[src/rtl/vga_pkg.sv]
// Shared widths, screen geometry and arbiter state encodings for the VGA plot path.
// Latency: n/a (declarations only).
// Backpressure: n/a.
package vga_pkg;

   localparam int X_W      = 8;
   localparam int Y_W      = 7;
   localparam int COLOR_W  = 3;
   localparam int SCREEN_W = 160;
   localparam int SCREEN_H = 120;

   typedef enum logic [1:0] {
      ST_IDLE = 2'd0,
      ST_LOAD = 2'd1,
      ST_DRAW = 2'd2,
      ST_FIN  = 2'd3
   } state_t;

endpackage

[src/rtl/rect_scanner.sv]
// Column/row walker for a rectangle fill; col advances fastest, row on col wrap.
// Latency: counters move on the edge after step; last is combinational on the current indices.
// Backpressure: none; the owner only pulses step when it consumes the current pixel.
module rect_scanner #(
   parameter int X_W = vga_pkg::X_W,
   parameter int Y_W = vga_pkg::Y_W
) (
   input  logic           core_clk,
   input  logic           reset,
   input  logic           start,
   input  logic           step,
   input  logic [X_W-1:0] w,
   input  logic [Y_W-1:0] h,
   output logic [X_W-1:0] col,
   output logic [Y_W-1:0] row,
   output logic           last
);

   logic col_end;

   // col and row never exceed w-1 / h, so full-scale w and h cannot overflow the counters
   assign col_end = (col == w - X_W'(1));
   assign last    = col_end && (row == h - Y_W'(1));

   // Clear on start, otherwise advance one pixel per step
   always_ff @(posedge core_clk) begin
      if (reset || start) begin
         col <= '0;
         row <= '0;
      end else if (step) begin
         if (col_end) begin
            col <= '0;
            row <= row + Y_W'(1);
         end else begin
            col <= col + X_W'(1);
         end
      end
   end

endmodule

[src/rtl/vga_plot_arbiter.sv]
// Round-robin share of the VGA pixel-write port among NUM_REQ rectangle-fill requesters.
// Latency: req sampled in IDLE -> gnt next cycle -> first plot the cycle after; done one cycle after last plot.
// Backpressure: requesters hold req/fields until gnt; one request served at a time. Optional VGA_CLIP_EN masks off-screen pixels.
module vga_plot_arbiter #(
   parameter int NUM_REQ  = 4,
   parameter int X_W      = vga_pkg::X_W,
   parameter int Y_W      = vga_pkg::Y_W,
`ifdef VGA_CLIP_EN
   parameter int SCREEN_W = vga_pkg::SCREEN_W,
   parameter int SCREEN_H = vga_pkg::SCREEN_H,
`endif
   parameter int COLOR_W  = vga_pkg::COLOR_W
) (
   input  logic                       CLOCK_50,
   input  logic                       reset,
   input  logic [NUM_REQ-1:0]         req,
   input  logic [NUM_REQ*X_W-1:0]     req_x0,
   input  logic [NUM_REQ*Y_W-1:0]     req_y0,
   input  logic [NUM_REQ*X_W-1:0]     req_w,
   input  logic [NUM_REQ*Y_W-1:0]     req_h,
   input  logic [NUM_REQ*COLOR_W-1:0] req_color,
   output logic [NUM_REQ-1:0]         gnt,
   output logic [NUM_REQ-1:0]         done,
   output logic                       busy,
   output logic [X_W-1:0]             x,
   output logic [Y_W-1:0]             y,
   output logic [COLOR_W-1:0]         colour,
   output logic                       plot
);

   import vga_pkg::*;

   localparam int SEL_W = $clog2(NUM_REQ);

   state_t             state, state_nxt;
   logic [SEL_W-1:0]   rr, sel, pick;
   logic               found;
   logic [X_W-1:0]     x0_q, w_q;
   logic [Y_W-1:0]     y0_q, h_q;
   logic [COLOR_W-1:0] color_q;
   logic               issue, last_q;
   logic [X_W-1:0]     col;
   logic [Y_W-1:0]     row;
   logic               last;
   logic [X_W:0]       x_sum;
   logic [Y_W:0]       y_sum;

   assign busy  = (state != ST_IDLE);
   assign x_sum = {1'b0, x0_q} + {1'b0, col};
   assign y_sum = {1'b0, y0_q} + {1'b0, row};

   rect_scanner #(.X_W(X_W), .Y_W(Y_W)) u_scan (
      .core_clk (CLOCK_50),
      .reset    (reset),
      .start    (state == ST_IDLE),
      .step     (issue),
      .w        (w_q),
      .h        (h_q),
      .col      (col),
      .row      (row),
      .last     (last)
   );

   // First active request at or after the round-robin pointer
   always_comb begin
      found = 1'b0;
      pick  = rr;
      for (int k = 0; k < NUM_REQ; k++) begin
         if (!found && req[(int'(rr) + k) % NUM_REQ]) begin
            found = 1'b1;
            pick  = SEL_W'((int'(rr) + k) % NUM_REQ);
         end
      end
   end

   // Next state, grant/done pulses and the per-cycle pixel issue strobe
   always_comb begin
      state_nxt = state;
      issue     = 1'b0;
      gnt       = '0;
      done      = '0;
      case (state)
         ST_IDLE: if (found) state_nxt = ST_LOAD;
         ST_LOAD: begin
            gnt[sel] = 1'b1;
            if (w_q == '0 || h_q == '0) begin
               state_nxt = ST_FIN;
            end else begin
               issue     = 1'b1;
               state_nxt = ST_DRAW;
            end
         end
         ST_DRAW: begin
            if (last_q) state_nxt = ST_FIN;
            else        issue     = 1'b1;
         end
         ST_FIN: begin
            done[sel] = 1'b1;
            state_nxt = ST_IDLE;
         end
         default: state_nxt = ST_IDLE;
      endcase
   end

   // State register, request latch and round-robin pointer update
   always_ff @(posedge CLOCK_50) begin
      if (reset) begin
         state   <= ST_IDLE;
         rr      <= '0;
         sel     <= '0;
         x0_q    <= '0;
         y0_q    <= '0;
         w_q     <= '0;
         h_q     <= '0;
         color_q <= '0;
      end else begin
         state <= state_nxt;
         if (state == ST_IDLE && found) begin
            sel     <= pick;
            x0_q    <= req_x0[pick*X_W +: X_W];
            y0_q    <= req_y0[pick*Y_W +: Y_W];
            w_q     <= req_w[pick*X_W +: X_W];
            h_q     <= req_h[pick*Y_W +: Y_W];
            color_q <= req_color[pick*COLOR_W +: COLOR_W];
         end
         if (state == ST_FIN) begin
            rr <= (sel == SEL_W'(NUM_REQ - 1)) ? '0 : sel + SEL_W'(1);
         end
      end
   end

   // Registered pixel port; last_q remembers whether the pixel just issued closes the rectangle
   always_ff @(posedge CLOCK_50) begin
      if (reset) begin
         plot   <= 1'b0;
         x      <= '0;
         y      <= '0;
         colour <= '0;
         last_q <= 1'b0;
      end else begin
`ifdef VGA_CLIP_EN
         plot <= issue && (x_sum < (X_W+1)'(SCREEN_W)) && (y_sum < (Y_W+1)'(SCREEN_H));
`else
         plot <= issue;
`endif
         if (issue) begin
            x      <= X_W'(x_sum);
            y      <= Y_W'(y_sum);
            colour <= color_q;
            last_q <= last;
         end
      end
   end

endmodule
[config.mk]
export PLATFORM = sky130hd
export DESIGN_NAME = vga_plot_arbiter
export DESIGN_NICKNAME = d
export VERILOG_FILES = /design/src/rtl/vga_pkg.sv /design/src/rtl/rect_scanner.sv /design/src/rtl/vga_plot_arbiter.sv
export SDC_FILE = /design/constraint.sdc
export NUM_CORES = 1
export LEC_CHECK = 0
export BUFFER_PORTS_ARGS = -buffer_cell sky130_fd_sc_hd__buf_2
export CAP_MARGIN = 15
export CORE_MARGIN = 3
export CORE_UTILIZATION = 40
export CTS_BUF_LIST = sky130_fd_sc_hd__clkbuf_8
export CTS_CLUSTER_SIZE = 20
export DETAILED_ROUTE_END_ITERATION = 12
export PLACE_DENSITY_LB_ADDON = 0.15
export SLEW_MARGIN = 20
export SYNTH_ARGS = -nofsm -noshare
export SYNTH_HDL_FRONTEND = slang
export SYNTH_HIERARCHICAL = 1
export SYNTH_SLANG_ARGS = --single-unit
export TNS_END_PERCENT = 1
[constraint.sdc]
create_clock -name CLOCK_50 -period 7.5 [get_ports CLOCK_50]
set_clock_uncertainty 0.1 [all_clocks]
set_input_delay 1.125 -clock CLOCK_50 [delete_from_list [all_inputs] [get_ports CLOCK_50]]
set_output_delay 1.125 -clock CLOCK_50 [all_outputs]
set_load 0.01 [all_outputs]
Yosys cells after proc, flatten, opt, wreduce, memory -nomap -nowiden
Index checks and enable logic that the tools add are counted. W data, S select, Z words.

Reduce and logical (&&, ||, !) cells: 20. Eq/ne operators: 8. Shifts and indexed selects: 5. Multiplexer cells: 31. Bitwise operators: 3. Multiply operators: 2. $add $sub $neg: 10. Magnitude comparators: 6.

Operator list (count): $shiftx A32 B6 Y8 (2); $shiftx A28 B6 Y7 (2); $mux W1 (15); $lt A3 B4 Y1 const B (3); $mux W2 (6); $shiftx A12 B5 Y3 (1); $add A8 B1 Y8 const B (1); $add A8 B8 Y8 (1); $bmux W1 S2 (4); $eq A8 B8 Y1 (1); $logic_not A8 Y1 (1); $mux W4 (2); $mux W8 (1); $pmux W2 S4 (1); $sub A8 B1 Y8 const B (1); $add A7 B1 Y7 const B (1); $add A7 B7 Y7 (1); $eq A7 B7 Y1 (1); $logic_not A7 Y1 (1); $sub A7 B1 Y7 const B (1); $eq A2 B2 Y1 const B (3); $logic_and A1 B1 Y1 (6); $lt A2 B3 Y1 const B (2); $reduce_or A2 Y1 (3); 15 further kinds (24).

Output and inout bits: 28. Input port bits: 138. Word-level logic and storage cells: 100. Register bits: 74.

Depth between registers and ports, before layout
Gate-level depths: netlist of the first run.

Depth in word-level cells: 16. Depth in mapped cells: 13. Depth with buffers taken out: 11.

Hierarchy
The synthesis of the first run kept the hierarchy.

Modules (own cells, without submodules): vga_plot_arbiter (area each 3852.4 µm², instances 1, cells an instance 435); rect_scanner (area each 1137.3 µm², instances 1, cells an instance 137).

Worst setup path after synthesis of the first run
No wires, ideal clock.

Path type: reg-to-reg. Start: reg w_q[0]. End: reg u_scan.row[2]. Setup time: 70 ps. Arrival time: 2586 ps. Setup slack: 4743 ps. Required time: 7330 ps. Path buffers: 1. Period minus slack after synthesis: 2757 ps. Stages on the path, launching flop included: 10. Cell sequence: dfxtp_1 inv_1 ha_1 or3b_4 or4_4 a2111oi_4 o2111ai_2 buf_6 or3_1 a21oi_1.

Longest elaborated chain between the ends: 5.

Ends and longest elaborated chain: from (decl) (line vga_plot_arbiter.sv:38) `logic [X_W-1:0] x0_q, w_q;`; from (signal assigned) (line vga_plot_arbiter.sv:122) `w_q <= req_w[pick*X_W +: X_W];`; branches (longest 4 deep; another with $sub A8 B1 Y8); $reduce_and A2 Y1 (no source line) *; to (signal assigned) (line rect_scanner.sv:33) `row <= row + Y_W'(1);`; to (decl) (line rect_scanner.sv:15) `output logic [Y_W-1:0] row,`.

Mark *: on every way between the ends. A chain may end at the register's enable or synchronous reset.

==> metrics, run 1 <==
status=finished, final reports clean; register area=roughly 1500 um2; Synth Register Bits=74; final number of max-transition violations=0; HP Start=y[4]; P_leak=2.55 nW; Total GRT Usage=0.211; Post-synth EDFFs=0; critical path launch point type=input pin; post-CTS setup buffers=0; Top-Level Pins=roughly 170; GRT busiest layer=met2; maximum root-to-sink buffer count=2; Synthesis Warnings=6; required time of the critical path=between 7000 and 8000 ps; Hold Path End=y[4]; Clock Latency Late Sink=about 350 ps; filler cell count in the final layout=1185; synth unique cells=61; DR pass1 iterations=5; CTS Hold Bufs=0; Max rail drop VDD=133 uV; Worst Tran Pin Value=1080 ps; clock sink total=74; Worst path max stage delay=660 ps; Final ANT Viol Nets=0; CP arrival=between 3000 and 4000 ps; Final Hold Fails=0; Post-synth top flop=dfxtp_1; Vias=between 4000 and 5000; root buf cell=clkbuf_8; internal power=0.000969 W; post-layout minimum cycle time=3410 ps; R2R setup slack=approximately 4200 ps; top cell type's share of synthesized area=0.297; top cells by area, synth=dfxtp_1, mux2i_1, ha_1, a22oi_1, o211ai_1; leading area contributor after synthesis=dfxtp_1; vias in the first global route=between 5000 and 6000; initial antenna violation count=0; routability congestion estimate from global placement=0.849; most used cell along the critical path=buf_4; synthesized area=4990 um2; Cell Pwr Density=265 nW/um2; core area=~12000 um2; crit path max fanout=29; clock power share=0.197; first-pass GRT wire length=24.5 mm; drt total wl=roughly 15 mm; combinational power share=0.436; Via density=between 5 and 6; routing usage on met1=0.281; final period utilization=0.455; FF-to-FF Start=w_q[0]; relative slew slack=0.278; GR Layer Usage met3=0.0332; final number of setup-violating endpoints=0; met2 Use GR=0.349; worst hold path type=reg -> reg; Site Rows=40; Worst R2R Path Depth=9; Die Area=approximately 14000 um2; Die Wd=118 um; cells along the critical path=buf_2 > nor2_2 > buf_4 > nor4b_4 > buf_4 > a22oi_1 > o211ai_1; Max Freq=0.293 GHz; sw frac=0.402; switching power=~0.00065 W; fraction of layout instances using a drive strength above 1=0.287; largest net degree at the start of global routing=37; fin nets=887; port buffer count=165; Residual DRC=0; total congestion overflow=0; Synthesized Nets=737; Initial DRC Count=325; final setup TNS=0 ps; Mapped Cells=572; TritonCTS clock tree=yes; area of the multi-input gates=about 3300 um2; fin util=0.506; kind of critical path=in -> reg; endpoint class of the critical path=flip-flop; Initial Util=0.412; Clock transition at path regs=80 ps; max-capacitance violation count=0; Post-CTS Resized=0; RSZ-0062 raised after global routing=false; register area share after synthesis=0.297; CTS buffer count=9; area grow syn2layout=22.7%; Hold Path Cell Cnt=2; CTS H-Tree Depth=3; Reg power frac=0.367; Post-synth ARST share=0; DP Wirelength=11.2 mm; n_diodes=0; die height=approximately 120 um; CP max-delay cell=nor4b_4; Avg WL per Cell=16.8 um; worst reg2reg path endpoint=last_q; synthesized area per cell=8.72 um2
logic make-up after synthesis:
| family | after synthesis | share of synthesized area |
|---|---|---|
| xor gates and xnor gates | 31 | 0.0544 |
| and+or+nand+nor | 196 | 0.219 |
| DFF | 74 | 0.297 |
| buffers and inverters | 55 | 0.0501 |
| adders and majority gates | 27 | 0.0707 |
| muxes | 47 | 0.0943 |
| AOI/OAI and AO/OA | 142 | 0.214 |
critical path, delay by kind of cell:
| family | cells | cell delay [ps] |
|---|---|---|
| AND/OR/NAND/NOR | 2 | 1130 |
| buffers and inverters | 3 | 1070 |
| AO/OA/AOI/OAI | 2 | 230 |
state kept, by name, summed over array words and instances (netlist names), 7 cells and up:
signal	count
u_scan/col	8
y0_q	7
w_q	8
y	7
x0_q	8
x	8
u_scan/row	7
h_q	7
cell usage in the layout, fill, tap and decap left out, types with 3 or more instances in the layout:
master / netlist / routed
nor2_1: 37 / 37
nor4_1: 5 / 5
or3_1: 6 / 6
nor3_1: 7 / 7
nor2b_1: 7 / 6
and2_1: 10 / 10
buf_2: 11 / 165
a21o_1: 4 / 4
and3_1: 36 / 36
xor2_1: 10 / 10
nand2_1: 11 / 11
nand3b_1: 6 / 6
a21oi_1: 19 / 19
clkinvlp_4: 0 / 3
ha_1: 25 / 25
dfxtp_1: 74 / 74
a31oi_1: 3 / 3
xnor2_1: 21 / 21
mux2i_1: 47 / 47
o21a_1: 3 / 3
o21ai_0: 18 / 18
o211ai_1: 33 / 33
a22oi_1: 33 / 33
buf_4: 0 / 8
nand3_1: 44 / 44
clkbuf_8: 0 / 10
a211oi_1: 6 / 6
inv_1: 21 / 21
nand2b_1: 10 / 10
a2111oi_0: 3 / 3
power by group through the flow:
| stage | clock network [W] | logic [W] | registers [W] |
|---|---|---|---|
| after floorplan | 0 | 0.000519 | 0.000575 |
| after global placement | 0 | 0.000689 | 0.000599 |
| after detailed placement | 0 | 0.000705 | 0.000603 |
| after CTS | 0.000327 | 0.000709 | 0.000594 |
| after global routing | 0.000339 | 0.000791 | 0.000607 |
| final | 0.000319 | 0.000707 | 0.000595 |
per-stage QoR:
stage          cell area (um2)  hold slack, ps  instances  power, W  setup slack [ps]
6_report                  6120             358        895   0.00162              4090
2_1_floorplan             4990             361        572   0.00109              4740
3_3_place_gp              5920             345        879   0.00129              3800
3_5_place_dp              5920             353        879   0.00131              3730
4_1_cts                   6120             366        895   0.00163              4100
5_1_grt                   6120             412        895   0.00174              3900
area by class of cell:
type,instances,area share
Multi-Input combinational cell,443,0.533
Sequential cell,74,0.242
Timing Repair Buffer,173,0.145
Tap cell,168,0.0343
Clock buffer,10,0.0225
Inverter,21,0.0129
Clock inverter,6,0.0108
how the worst max path moves through the flow:
stage           start  depth (start not counted)  slack [ps]            end
4_1_cts        req[3]                          7        4100         h_q[0]
3_3_place_gp   req[3]                          7        3800         h_q[0]
6_report        reset                          7        4090        x0_q[6]
5_1_grt         reset                          7        3900        x0_q[6]
2_1_floorplan  w_q[0]                          9        4740  u_scan/row[2]
3_5_place_dp   req[3]                          7        3730         h_q[0]
cells in the mapped netlist (3+ instances only):
| cell type | instances |
|---|---|
| nor4_1 | 5 |
| nand3_1 | 44 |
| nor2b_1 | 7 |
| nor3_1 | 7 |
| or3_1 | 6 |
| xor2_1 | 10 |
| nand2_1 | 11 |
| a22oi_1 | 33 |
| nand3b_1 | 6 |
| and3_1 | 36 |
| a21o_1 | 4 |
| dfxtp_1 | 74 |
| nor2_1 | 37 |
| ha_1 | 25 |
| o21ai_0 | 18 |
| a21oi_1 | 19 |
| xnor2_1 | 21 |
| inv_1 | 21 |
| clkbuf_1 | 18 |
| nand2b_1 | 10 |
| a211oi_1 | 6 |
| mux2i_1 | 47 |
| buf_2 | 11 |
| and2_1 | 10 |
| o21a_1 | 3 |
| a2111oi_0 | 3 |
| o211ai_1 | 33 |
| buf_6 | 4 |
| a31oi_1 | 3 |
per-layer routing:
| layer | up-vias | share of wire |
|---|---|---|
| li1 | 2428 | - |
| met1 | 2338 | 0.47 |
| met4 | 0 | 0.021 |
| met2 | 175 | 0.46 |
| met5 | - | 0 |
| met3 | 22 | 0.054 |
No activity file was read; power rests on OpenSTA's default activity.
==> run 2: changes to the inputs <==
--- a/config.mk
+++ b/config.mk
@@ -5,6 +5,7 @@
 export SDC_FILE = /design/constraint.sdc
 export NUM_CORES = 1
 export LEC_CHECK = 0
+export ABC_AREA = 1
 export BUFFER_PORTS_ARGS = -buffer_cell sky130_fd_sc_hd__buf_2
 export CAP_MARGIN = 15
 export CORE_MARGIN = 3
==> constraint.sdc (replaced) <==
create_clock -name CLOCK_50 -period 3.2 [get_ports CLOCK_50]
set_clock_uncertainty 0.1 [all_clocks]
set_input_delay 0.48 -clock CLOCK_50 [delete_from_list [all_inputs] [get_ports CLOCK_50]]
set_output_delay 0.48 -clock CLOCK_50 [all_outputs]
set_load 0.01 [all_outputs]
==> run 2 against run 1 <==
  * Sequential cell count unchanged
  * Worst setup slack worse by 3400 ps
  * Register-to-register slack worse by 3600 ps
  * Final cell count up 44%
  * Critical endpoint is now w_q[6]
  * Utilization down 1.6 points
  * Hold slack worse by 28 ps
  * Global-route usage up 0.60 points
  * First-iteration DRC count up 27%
  * Count of clock-buffer cells in the layout unchanged
  * Clock power up 140%
  * Sequential share of layout area down 2.6 points
==> metrics, run 2 <==
status=finished, final reports clean; Vias=about 6300; Clock transition at path regs=80 ps; combinational power share=0.600; CP arrival=about 2800 ps; drt total wl=between 15 and 20 mm; Max Freq=0.390 GHz; endpoint class of the critical path=flip-flop; internal power=0.00278 W; Avg WL per Cell=13.6 um; crit path max fanout=66; critical path launch point type=flip-flop; final number of setup-violating endpoints=0; synth unique cells=32; Synth Register Bits=74; routability congestion estimate from global placement=approximately 0.89; area grow syn2layout=18.0%; Synthesis Warnings=6; CTS buffer count=9; CTS H-Tree Depth=3; Final Worst Setup Slack=between 600 and 700 ps; required time of the critical path=approximately 3400 ps; filler cell count in the final layout=1535; top cell type's share of synthesized area=0.254; initial antenna violation count=0; Final Hold Fails=0; synthesized area=5830 um2; first-pass GRT wire length=28.4 mm; Setup WS pre-CTS=roughly 710 ps; Max rail drop VDD=326 uV; fraction of layout instances using a drive strength above 1=0.207; port buffer count=165; sw frac=0.513; synthesized area per cell=6.02 um2; Final ANT Viol Nets=0; Worst Tran Pin Value=roughly 740 ps; Top-Level Pins=approximately 170; max-capacitance violation count=0; Post-synth EDFFs=0; register area share after synthesis=0.254; final number of max-transition violations=0; top cells by area, synth=dfxtp_1, nand2_1, nand3_1, nor2_1, inv_1; register area=1480 um2; fin nets=~1300; largest net degree at the start of global routing=67; most common cell after layout, fill and taps aside=nand2_1; root buf cell=clkbuf_8; Reg power frac=0.266; switching power=0.00293 W; Cell Pwr Density=830 nW/um2; Die Area=around 16000 um2; most frequent cells in the layout=nand2_1, buf_2, nand3_1, nor2_1, inv_1; CTS Hold Bufs=0; clock sink total=74; Die Wd=127 um; final period utilization=0.801; Total GRT Usage=0.217; synth cell count leaders=nand2_1, nand3_1, nor2_1, inv_1, dfxtp_1; core area=~14000 um2; Mapped Cells=968; RSZ-0062 raised after global routing=false; leading area contributor after synthesis=dfxtp_1; total congestion overflow=0; Post-CTS Resized=0; die height=127 um; DR pass1 iterations=5; Initial DRC Count=about 410; Clock Latency Late Sink=370 ps; Initial Util=0.415; worst hold path type=in -> reg; Residual DRC=0; Post-synth ARST share=0; Synthesized Nets=1133; TritonCTS clock tree=yes; final setup TNS=0 ps; clock power share=0.134; top-count cell post-synth=nand2_1; post-CTS setup buffers=0; n_diodes=0; vias in the first global route=approximately 5700; post-layout minimum cycle time=2560 ps; kind of critical path=reg -> reg; area of the multi-input gates=3660 um2; Site Rows=43; maximum root-to-sink buffer count=2; Post-synth top flop=dfxtp_1; P_leak=3.86 nW; relative slew slack=0.509; Via density=4.90; DP Wirelength=13.7 mm
## run 2: changes by cell type after synthesis, moves of 16 or more
cell      previous run  this run
nand2_1             11       307
o211ai_1            33         4
o21ai_1              1        17
nor2_1              37       103
mux2i_1             47         0
a22oi_1             33         0
and3_1              36         0
inv_1               21       101
nand3_1             44       117
a21oi_1             19        52
## run 2: final timing paths
kind	startpoint	cells past startpoint	endpoint	slack, ps
setup reg to reg	rr[0]	13	w_q[6]	640
hold reg to reg	last_q	2	last_q	360
setup / recovery	rr[0]	13	w_q[6]	640
hold / removal	req_x0[20]	5	x0_q[4]	330
## run 2: metrics by stage
step                      cell area (um2)  utilization  hold slack (ps)  power, W  cells
after detailed placement             6670        0.475              354   0.00495   1277
final                                6880        0.490              330   0.00571   1293
after global routing                 6880        0.490              346   0.00629   1293
after CTS                            6880        0.490              326   0.00573   1293
after global placement               6670        0.475              349   0.00496   1277
after floorplan                      5830            -              329   0.00410    968
## run 2: cell type report
type	instances	share of cell area
inverters	109	0.0595
repair buffers	174	0.130
clock buffers	10	0.0200
multi-input cells	740	0.533
well taps	180	0.0327
flip-flops and latches	74	0.215
clock inverters	6	0.00964
## run 2: worst max-delay path: stages (launching register included)
cell and delay, ps:
dfxtp_1 570, inv_2 150, nand2_1 100, nand2_2 70, nand2_1 80, nand2_2 90, nand4_2 120, buf_4 520
nand3_1 190, nand2_1 110, nand2_1 60, nand3_1 160, nand2_1 80, inv_1 50
## run 2: cell families (layout without fill, tap and decap cells)
kind of cell	count (synthesis)	count (layout)	share of synthesized area
AOI/OAI and AO/OA	102	102	0.0903
adders and majority gates	27	27	0.0605
DFF	74	74	0.254
xor gates and xnor gates	33	33	0.0496
buffers and inverters	154	299	0.117
and+or+nand+nor	578	578	0.428
## run 2: per-layer routing
| metal | wire length (um) | track usage |
|---|---|---|
| met5 | 0 | 0 |
| met2 | 7800 | 0.337 |
| met1 | 8510 | 0.311 |
| met4 | 227 | 0.0555 |
| met3 | 1110 | 0.0413 |
## run 2: power groups by stage
stage / combinational, W / sequential [W] / clock, W
6_report: 0.00343 / 0.00152 / 0.000765
5_1_grt: 0.00393 / 0.00155 / 0.000810
4_1_cts: 0.00343 / 0.00152 / 0.000775
3_5_place_dp: 0.00342 / 0.00154 / 0
3_3_place_gp: 0.00343 / 0.00153 / 0
2_1_floorplan: 0.00262 / 0.00148 / 0
